$ cat config.mk
export PLATFORM = sky130hd
export DESIGN_NAME = mem_arbiter
export DESIGN_NICKNAME = d
export VERILOG_FILES = /design/src/rtl/mem_arbiter_pkg.sv /design/src/rtl/mem_arbiter_prio.sv /design/src/rtl/mem_arbiter.sv
export SDC_FILE = /design/constraint.sdc
export NUM_CORES = 1
export LEC_CHECK = 0
export CAP_MARGIN = 40
export CORE_AREA = 2 2 109 111
export CTS_BUF_LIST = sky130_fd_sc_hd__clkbuf_8
export DETAILED_ROUTE_END_ITERATION = 16
export DIE_AREA = 0 0 111 113
export PLACE_DENSITY = 0.65
export SLEW_MARGIN = 10
export SYNTH_ARGS = -nofsm -noshare
export SYNTH_HDL_FRONTEND = slang
export SYNTH_HIERARCHICAL = 1
export SYNTH_SLANG_ARGS = --single-unit
$ cat constraint.sdc
create_clock -name clk -period 5 [get_ports clk]
set_clock_uncertainty 0.2 [all_clocks]
set_input_delay 1.5 -clock clk [delete_from_list [all_inputs] [get_ports clk]]
set_output_delay 1.5 -clock clk [all_outputs]
set_load 0.05 [all_outputs]
$ cat src/rtl/mem_arbiter_pkg.sv
// Shared types and defaults for the three-port memory arbiter.
package mem_arbiter_pkg;

  localparam int AW_DEFAULT = 10;
  localparam int DW_DEFAULT = 32;
  localparam int N_PORTS    = 3;

  // Arbiter FSM: no access outstanding / read in flight / read data returned
  typedef enum logic [1:0] {
    ST_IDLE   = 2'd0,
    ST_RDWAIT = 2'd1,
    ST_RESP   = 2'd2
  } arb_state_e;

  // Owner codes double as bit positions in the grant vector
  typedef enum logic [1:0] {
    OWN_IF  = 2'd0,
    OWN_LS  = 2'd1,
    OWN_DBG = 2'd2
  } owner_e;

  // Convert a one-hot grant vector (bit index = owner code) to an owner code
  function automatic owner_e gnt_to_owner(input logic [N_PORTS-1:0] gnt);
    if (gnt[OWN_LS])  return OWN_LS;
    if (gnt[OWN_DBG]) return OWN_DBG;
    return OWN_IF;
  endfunction

endpackage

$ cat src/rtl/mem_arbiter_prio.sv
// Priority selection with instruction-fetch starvation protection.
// Only state here is the 3-bit starvation counter; selection is combinational.
module arb_prio
  import mem_arbiter_pkg::*;
#(
  parameter int MAX_WAIT = 4
) (
  input  logic               clk,
  input  logic               rst_n,
  input  logic               i_en,        // FSM can accept a new command this cycle
  input  logic               i_if_req,
  input  logic               i_ls_req,
  input  logic               i_dbg_req,
  input  logic               i_halted,
  output logic [N_PORTS-1:0] o_gnt        // indexed by owner code
);

  logic [2:0] r_starve;
  logic       w_starved;
  logic       w_dbg_ok;

  assign w_starved = (r_starve >= 3'(MAX_WAIT));
  assign w_dbg_ok  = i_dbg_req && i_halted;

  // Starvation counter: counts cycles fetch waits, clears when fetch wins, saturates
  always_ff @(posedge clk or negedge rst_n) begin
    if (!rst_n) begin
      r_starve <= 3'd0;
    end else if (o_gnt[OWN_IF]) begin
      r_starve <= 3'd0;
    end else if (i_if_req && (r_starve != 3'd7)) begin
      r_starve <= r_starve + 3'd1;
    end
  end

  // Grant selection: starved fetch first, then ls > dbg (only when halted) > if
  always_comb begin
    o_gnt = '0;
    if (i_en) begin
      if (i_if_req && w_starved) begin
        o_gnt[OWN_IF] = 1'b1;
      end else if (i_ls_req) begin
        o_gnt[OWN_LS] = 1'b1;
      end else if (w_dbg_ok) begin
        o_gnt[OWN_DBG] = 1'b1;
      end else if (i_if_req) begin
        o_gnt[OWN_IF] = 1'b1;
      end
    end
  end

endmodule

$ cat src/rtl/mem_arbiter.sv
// Arbitrates fetch, load/store and debug ports onto one single-port memory.
// Commands are combinational in the grant cycle; reads return MEM_LAT cycles later.
module mem_arbiter
  import mem_arbiter_pkg::*;
#(
  parameter int AW       = AW_DEFAULT,
  parameter int DW       = DW_DEFAULT,
  parameter int MEM_LAT  = 1,
  parameter int MAX_WAIT = 4
) (
  input  logic          clk,
  input  logic          rst_n,
  input  logic          i_if_req,
  input  logic [AW-1:0] i_if_addr,
  output logic          o_if_gnt,
  output logic          o_if_rvalid,
  output logic [DW-1:0] o_if_rdata,
  input  logic          i_ls_req,
  input  logic          i_ls_we,
  input  logic [AW-1:0] i_ls_addr,
  input  logic [DW-1:0] i_ls_wdata,
  output logic          o_ls_gnt,
  output logic          o_ls_rvalid,
  output logic [DW-1:0] o_ls_rdata,
  input  logic          i_dbg_req,
  input  logic          i_dbg_we,
  input  logic [AW-1:0] i_dbg_addr,
  input  logic [DW-1:0] i_dbg_wdata,
  output logic          o_dbg_gnt,
  output logic          o_dbg_rvalid,
  output logic [DW-1:0] o_dbg_rdata,
  input  logic          i_halted,
  output logic          o_mem_en,
  output logic          o_mem_we,
  output logic [AW-1:0] o_mem_addr,
  output logic [DW-1:0] o_mem_wdata,
  input  logic [DW-1:0] i_mem_rdata
);

  // Counter is loaded with MEM_LAT-1; zero means the data is due next cycle
  localparam logic [1:0] LAT_INIT = 2'(MEM_LAT - 1);

  arb_state_e         r_state, w_state_next;
  logic [1:0]         r_lat_cnt, w_lat_cnt_next;
  owner_e             r_owner, w_owner_next;
  logic [N_PORTS-1:0] w_gnt;
  logic [N_PORTS-1:0] w_rvalid;
  logic [DW-1:0]      w_rdata [N_PORTS];
  logic               w_grant_en;
  logic               w_mem_we;
  logic               w_rd_grant;

  // New commands only when nothing is in flight; reset masks all grants
  assign w_grant_en = rst_n && ((r_state == ST_IDLE) || (r_state == ST_RESP));

  arb_prio #(
    .MAX_WAIT (MAX_WAIT)
  ) u_prio (
    .clk       (clk),
    .rst_n     (rst_n),
    .i_en      (w_grant_en),
    .i_if_req  (i_if_req),
    .i_ls_req  (i_ls_req),
    .i_dbg_req (i_dbg_req),
    .i_halted  (i_halted),
    .o_gnt     (w_gnt)
  );

  assign w_rd_grant = (|w_gnt) && !w_mem_we;

  // State register: FSM state, latency counter and read owner
  always_ff @(posedge clk or negedge rst_n) begin
    if (!rst_n) begin
      r_state   <= ST_IDLE;
      r_lat_cnt <= 2'd0;
      r_owner   <= OWN_IF;
    end else begin
      r_state   <= w_state_next;
      r_lat_cnt <= w_lat_cnt_next;
      r_owner   <= w_owner_next;
    end
  end

  // Next state: a read grant starts the latency wait (skipped when MEM_LAT=1)
  always_comb begin
    w_state_next   = r_state;
    w_lat_cnt_next = r_lat_cnt;
    w_owner_next   = r_owner;
    case (r_state)
      ST_IDLE, ST_RESP: begin
        w_state_next   = ST_IDLE;
        w_lat_cnt_next = 2'd0;
        if (w_rd_grant) begin
          w_owner_next   = gnt_to_owner(w_gnt);
          w_lat_cnt_next = LAT_INIT;
          w_state_next   = (LAT_INIT == 2'd0) ? ST_RESP : ST_RDWAIT;
        end
      end
      ST_RDWAIT: begin
        w_lat_cnt_next = r_lat_cnt - 2'd1;
        if (r_lat_cnt <= 2'd1) begin
          w_lat_cnt_next = 2'd0;
          w_state_next   = ST_RESP;
        end
      end
      default: begin
        w_state_next   = ST_IDLE;
        w_lat_cnt_next = 2'd0;
      end
    endcase
  end

  // Outputs: steer the granted port's command onto the memory bus
  always_comb begin
    o_mem_en    = |w_gnt;
    w_mem_we    = 1'b0;
    o_mem_addr  = '0;
    o_mem_wdata = '0;
    if (w_gnt[OWN_LS]) begin
      w_mem_we    = i_ls_we;
      o_mem_addr  = i_ls_addr;
      o_mem_wdata = i_ls_we ? i_ls_wdata : '0;
    end else if (w_gnt[OWN_DBG]) begin
      w_mem_we    = i_dbg_we;
      o_mem_addr  = i_dbg_addr;
      o_mem_wdata = i_dbg_we ? i_dbg_wdata : '0;
    end else if (w_gnt[OWN_IF]) begin
      o_mem_addr  = i_if_addr;
    end
    o_mem_we = w_mem_we;
  end

  // Response fan-out: only the recorded owner sees rvalid and data
  for (genvar gi = 0; gi < N_PORTS; gi++) begin : g_resp
    assign w_rvalid[gi] = rst_n && (r_state == ST_RESP) && (r_owner == owner_e'(gi));
    assign w_rdata[gi]  = w_rvalid[gi] ? i_mem_rdata : '0;
  end

  assign o_if_gnt     = w_gnt[OWN_IF];
  assign o_ls_gnt     = w_gnt[OWN_LS];
  assign o_dbg_gnt    = w_gnt[OWN_DBG];
  assign o_if_rvalid  = w_rvalid[OWN_IF];
  assign o_ls_rvalid  = w_rvalid[OWN_LS];
  assign o_dbg_rvalid = w_rvalid[OWN_DBG];
  assign o_if_rdata   = w_rdata[OWN_IF];
  assign o_ls_rdata   = w_rdata[OWN_LS];
  assign o_dbg_rdata  = w_rdata[OWN_DBG];

endmodule
==> results.json, run 1 <==
{
  "antenna_found_initial": 0,
  "power.leakage_nw": 2.401,
  "area_growth_pct": 190.4,
  "crit_top_cell": "nand2_1",
  "clockBufferDepth": 2,
  "crit_path_cell_trace": "clkdlybuf4s50_1 > nand2_1 > nand2_1 > nor3_4 > buf_4 > clkbuf_16 > and2_4 > mux2_2 > buf_12",
  "cts_buffers": 3,
  "finalSetupViolCount": 0,
  "avgSynthCellArea_sq_um": 7.334,
  "synth-edff-count": 0,
  "outcome": "complete, no violations",
  "gp_congestion": 0.8670,
  "core_area_sq_um": 11270,
  "crit_fanout": 29,
  "synth_seq_cells": 6,
  "slowest_stage": "clkdlybuf4s50_1",
  "fmax_mhz": 204.6,
  "critPathLaunchType": "input pin",
  "ys_types": 32,
  "p_per_area_nw_per_um2": 158.3,
  "p_sw_w": 0.0005511,
  "p_comb_frac": 0.855,
  "sequentialPowerShare": 0.079,
  "max_stage_delay_ns": 0.52,
  "via_count": 3420,
  "tightest_slew_ns": 0.5511,
  "crit_path_end_kind": "primary output",
  "synth-async-reset-ratio": 1.000,
  "avgViaCountPerCell": 4.750,
  "path_buf_inv": 4,
  "synth_area_sq_um": 2325,
  "drv_slew": 0,
  "row_count": 39,
  "cap_violations": 0,
  "clock_latency_ns": 0.22,
  "rsz0062_at_grt": "no",
  "hp-class": "reg -> reg",
  "chipWidth_um": 111,
  "grt_pass1_wl_um": 19510,
  "ir_drop_uv": 92.66,
  "power.share.clock": 0.066,
  "hpwl_um": 10850,
  "drtIter0Drc": 115,
  "clock_sinks": 6,
  "finalCritPeriodShare": 0.9776,
  "io_pins": 280,
  "syn_nets": 453,
  "track_usage": 0.1933,
  "hold_viol_final": 0,
  "swShare": 0.5157,
  "wirelength_um": 13130,
  "internal-power_w": 0.0005175,
  "synth_cells": 317,
  "port_buffers": 279,
  "drive_above_1_share": 0.4454,
  "start_util": 0.2062,
  "grt_max_degree": 59,
  "path_clk_slew_ns": 0.04,
  "critPathTopFamily": "buffers and inverters",
  "num-nets-final": 715,
  "critical_path_required_ns": 3.30,
  "worstPathArrival_ns": 3.19,
  "die_h_um": 113,
  "firstDrtPassIters": 4,
  "yosysWarnings": 6,
  "nFillCells": 937,
  "cts_tree": "built",
  "antenna_cells": 0,
  "detail-route-antenna-nets": 0,
  "die_area_sq_um": 12540,
  "path_class": "in -> out",
  "tns_ns": 0,
  "final_util": 0.5990,
  "synth-main-ff-cell": "dfrtp_1",
  "seq_area_frac_synth": 0.06459,
  "route.detailed.drc": 0,
  "gr-total-overflow": 0,
  "slew_headroom": 0.6326,
  "min_period_ns": 4.888,
  "root_buffer": "clkbuf_8",
  "wl_per_cell_um": 18.24,
  "htreeDepth": 1,
  "grt_pass1_vias": 3524
}
[timing repair]
item | CTS | global route
setup endpoints to repair | 0 | 32
gates resized for setup | 0 | 1
hold endpoints to repair | 0 | 0
buffers inserted | 0 | 2
hold buffers | 0 | 0
[registers in the layout (all words and copies together), names as in the netlist]
| name | cells |
|---|---|
| u_prio/r_starve | 3 |
| r_state | 1 |
| r_owner | 2 |
[cells in the final DEF, fill, tap and decap left out, drive strengths merged]
| master | count |
|---|---|
| and2 | 3 |
| or3b | 1 |
| o211a | 1 |
| and3 | 1 |
| nand2 | 4 |
| ha | 2 |
| o31ai | 1 |
| o311ai | 1 |
| clkdlybuf4s50 | 132 |
| clkbuf | 4 |
| a21oi | 21 |
| nand2b | 4 |
| nand3 | 65 |
| dfrtp | 6 |
| xor2 | 1 |
| mux2i | 2 |
| o2bb2ai | 32 |
| or2 | 1 |
| or3 | 1 |
| nor3 | 1 |
| inv | 1 |
| nor2 | 103 |
| mux2 | 1 |
| nand3b | 10 |
| buf | 165 |
| o32a | 1 |
| nor2b | 12 |
[cell type report]
type	instances	area, sq um	share of cell area
repair buffers	298	4467	0.6616
multi-input cells	269	1911	0.2830
well taps	143	178.9	0.02650
flip-flops and latches	6	150.1	0.02224
clock buffers	3	41.29	0.006116
inverters	1	3.754	0.0005560
[routing by layer]
metal	global-route usage	up-vias	routed length (um)
met1	0.2007	1597	4587
li1	-	1617	-
met5	0	-	0
met4	0.05083	0	309
met2	0.3922	190	7312
met3	0.03856	16	924
[path summary, 6_finish.rpt]
path / slack, ns / cells past startpoint / endpoint / from
worst max-delay path: 0.11 / 9 / o_mem_we / i_if_req
worst min-delay path: 0.34 / 2 / u_prio/r_starve[0] / u_prio/r_starve[0]
worst max register to register: 3.17 / 7 / r_owner[1] / u_prio/r_starve[2]
worst min register to register: 0.34 / 2 / u_prio/r_starve[0] / u_prio/r_starve[0]
max in group asynchronous: 3.35 / 2 / u_prio/r_starve[1] / rst_n
min in group asynchronous: 1.07 / 2 / r_owner[0] / rst_n
[per-stage QoR]
stage / hold WS, ns / cells / area, sq um / total power, W / worst slack, ns
after detailed placement: 0.3347 / 713 / 6661 / 0.001002 / 0.03455
after global routing: 0.3817 / 720 / 6751 / 0.001124 / 0.02390
final: 0.3400 / 720 / 6751 / 0.001069 / 0.1120
after CTS: 0.3461 / 716 / 6703 / 0.001077 / 0.03331
after global placement: 0.3115 / 712 / 6634 / 0.0009836 / 0.09128
after floorplan: 0.2934 / 317 / 2386 / 0.0006039 / 0.1873
[cell families (layout without fill, tap and decap cells)]
group / Yosys count / after routing / share of synthesized area
mux: 3 / 3 / 0.01346
flops: 6 / 6 / 0.06458
compound gates: 57 / 57 / 0.2653
buf+inv: 43 / 302 / 0.1442
simple gates: 205 / 206 / 0.4978
fa+ha+maj: 2 / 2 / 0.01076
xor+xnor: 1 / 1 / 0.003768
[power by group through the flow]
stage	clock (W)	sequential, W	combinational (W)
global route	0.0000756	0.0000888	0.000960
CTS	0.0000722	0.0000848	0.000920
detailed placement	0	0.0000856	0.000917
finish	0.0000708	0.0000840	0.000914
floorplan	0	0.0000765	0.000527
global placement	0	0.0000900	0.000894
[cells in the mapped netlist, types with 2 or more instances]
cell       number  share of area
a21oi_1        21          0.045
and2_4          2         0.0075
buf_12          5          0.043
buf_2          26          0.056
buf_4           6          0.019
buf_6           5          0.024
dfrtp_1         6          0.065
ha_1            2          0.011
mux2i_1         2         0.0086
nand2_1         4         0.0065
nand2b_1        4          0.011
nand3_1        57           0.12
nand3_2         8          0.034
nand3b_1       10          0.032
nor2_1         73           0.12
nor2_2         12          0.032
nor2_4         18          0.087
nor2b_1        12          0.032
o2bb2ai_1       2         0.0075
o2bb2ai_2      30           0.19
[worst register-to-register path, stage by stage, from the launching register on]
cell and delay, ns:
dfrtp_1 0.42, nand2_1 0.11, nand2_1 0.08, nor3_4 0.14
buf_4 0.15, clkbuf_16 0.19, or3b_1 0.36, o311ai_1 0.08
Power figures use the tool's default switching activity.
==> run 2, diff against run 1 <==
Settings changed: CTS_CLUSTER_DIAMETER set to 100.
==> results of run 2 <==
No change in the layout: final DEF, timing and power equal those of run 1.
==> variant, RTL diff (config.mk and constraints of run 2) <==
Register the outputs `o_dbg_gnt`, `o_dbg_rvalid` and `o_dbg_rdata`, cleared by the reset; this adds one clock of latency there. The other outputs are not delayed to match.
--- a/src/rtl/mem_arbiter.sv
+++ b/src/rtl/mem_arbiter.sv
@@ -138,12 +138,20 @@
 
   assign o_if_gnt     = w_gnt[OWN_IF];
   assign o_ls_gnt     = w_gnt[OWN_LS];
-  assign o_dbg_gnt    = w_gnt[OWN_DBG];
   assign o_if_rvalid  = w_rvalid[OWN_IF];
   assign o_ls_rvalid  = w_rvalid[OWN_LS];
-  assign o_dbg_rvalid = w_rvalid[OWN_DBG];
   assign o_if_rdata   = w_rdata[OWN_IF];
   assign o_ls_rdata   = w_rdata[OWN_LS];
-  assign o_dbg_rdata  = w_rdata[OWN_DBG];
+  always_ff @(posedge clk or negedge rst_n) begin
+    if (!rst_n) begin
+      o_dbg_gnt    <= '0;
+      o_dbg_rvalid <= '0;
+      o_dbg_rdata  <= '0;
+    end else begin
+      o_dbg_gnt    <= w_gnt[OWN_DBG];
+      o_dbg_rvalid <= w_rvalid[OWN_DBG];
+      o_dbg_rdata  <= w_rdata[OWN_DBG];
+    end
+  end
 
 endmodule
Behaviour: not the same (Yosys sat finds a counterexample within 4 cycles, from zero or initial values and one cycle with rst_n low).
==> variant against run 2 <==
- sequential cell count rose by 34
- setup slack got worse by 0.0065 ns
- total power is 22% higher
- final area grew 2.5%
- die area stayed put
- critical path type unchanged
- area after synthesis grew 30%
- wire length down 9.5%
- non-clock buffer count is 1 lower
- critical endpoint is now o_mem_addr[9]
- clock power rose to 3.2 times the old value
- register-to-register slack got worse by 0.03 ns
==> variant: results (changes against run 2) <==
first-pass GRT wire length=18,060 um (-7.4%); Worst slew margin=0.6292 (-0.003355); arrival time worst endpoint=3.19 ns (about the same); Area after DPL=6708 um^2 (+0.69%); Yosys cell types=27 (-16%); Worst-path clk slew=0.07 ns (+0.03 ns); Largest register FFs=32 (+29); PD cells=187.9 nW/um^2 (+19%); total CTS buffers=5 (+2); cells after synthesis=388 (+22%); yosys warns=6 (unchanged); Hold WC Path Type=reg -> reg; Synth Area in Compound Gates=0.1109 (-0.1544); CP max stage cell=clkdlybuf4s50_1; status=finished clean; critical path capture point=o_mem_addr[9]; r2r endpoint=r_owner[0]; Layout fillers=961 (+2.6%); Seq/Total Area, Yosys=0.3311 (+0.2665); Peak VDD IR=0.0001144 V (+24%); biggest registers after layout=o_dbg_rdata (32), u_prio/r_starve (3), r_owner (2); R2R depth=8 (+1); Top delay family on crit path=compound AO/OA/AOI/OAI gates; Via density=4.450 (-6.3%); adder-cell area share of the yosys netlist=0.008278 (-0.002486); Synth Net Count=524 (+16%); number of global-route vias before repair=3,403 (-3.4%); WHS Endpoint=u_prio/r_starve[0]; routability cong.=0.8455 (-2.5%); Avg WL per Cell=15.91 um (-13%); CP Launch Point=i_dbg_req; H-Tree Depth=2 (+1); DP HPWL=9856 um (-9.1%); Final #Nets=739 (+3.4%); largest net degree at the start of global routing=41 (-31%); async set-reset flop share out of synthesis=1.000 (unchanged); synth top area cells=dfrtp_1 (33%), and2_1 (20%), buf_4 (16%); post-synthesis mux area share=0.01407 (+0.0006175); Worst path max stage delay=0.44 ns (-0.08 ns); Cell Count, Final, Fillers Out=747 (+3.8%); critical-path maximum fanout=10 (-66%); post-synthesis xor/xnor area fraction=0.002897 (-0.0008701); layout cells sized above 1=0.2930 (-0.1524); total track usage=0.1798 (-0.01349); Worst-Skew Late Latency=0.28 ns (+0.06 ns); Leak=2.913 nW (+21%); Commonest cells post-synth=and2_1 (98), nand2_1 (69), buf_4 (64); hold path cells=2 (unchanged); Top FF cell, synth=dfrtp_1; flop-to-flop setup slack=3.14 ns (-0.03 ns); 1st-iter DRT viols=126 (+9.6%)
variant: cell types whose count changed after synthesis, moves of 30 or more:
cell / change
nand2_1: +65
buf_4: +58
nand3_1: -56
o2bb2ai_2: -30
nor2_1: -68
dfrtp_1: +34
and2_1: +98
variant: kinds of logic (layout without fill, tap and decap cells):
logic type               after synthesis  count (layout)
adder cells (fa/ha/maj)                2               2
AND/OR/NAND/NOR                      184             184
XOR/XNOR                               1               1
AO/OA/AOI/OAI                         57              57
flip-flops                            40              40
multiplexers                           4               4
buffers and inverters                100             316
variant: metrics by stage:
stage / worst slack (ns) / power, W / hold WS [ns]
after floorplan: 0.02782 / 0.0007037 / 0.2934
after global placement: -0.3212 / 0.001062 / 0.3095
after detailed placement: -0.3482 / 0.001075 / 0.3387
after CTS: 0.008177 / 0.001309 / 0.3605
after global routing: -0.001737 / 0.001361 / 0.3785
final: 0.1055 / 0.001301 / 0.3548
variant: cell type report:
cell class | instances | area share
timing repair buffer | 297 | 0.5885
multi-input combinational | 248 | 0.2212
sequential | 40 | 0.1446
tap | 143 | 0.02584
clock buffer | 6 | 0.01193
inverter | 11 | 0.005964
clock inverter | 2 | 0.001988
variant: layer usage:
layer,share of wire,global-route usage,vias to the layer above
li1,-,-,1602
met1,0.35,0.1918,1529
met2,0.56,0.3562,179
met3,0.073,0.04285,14
met4,0.019,0.04167,0
met5,0,0,-
variant: power breakdown:
group | leakage, nW | switching (W) | internal, W
clock | 0.0516 | 0.000112 | 0.000113
combinational | 2.31 | 0.000367 | 0.000352
sequential | 0.551 | 0.0000154 | 0.000341
total | 2.91 | 0.000495 | 0.000806
variant: what timing repair did:
item	4_1_cts	5_1_grt
pin swaps	1	2
gates resized for setup	8	21
endpoints found under the setup margin	41	39
buffers inserted	1	0
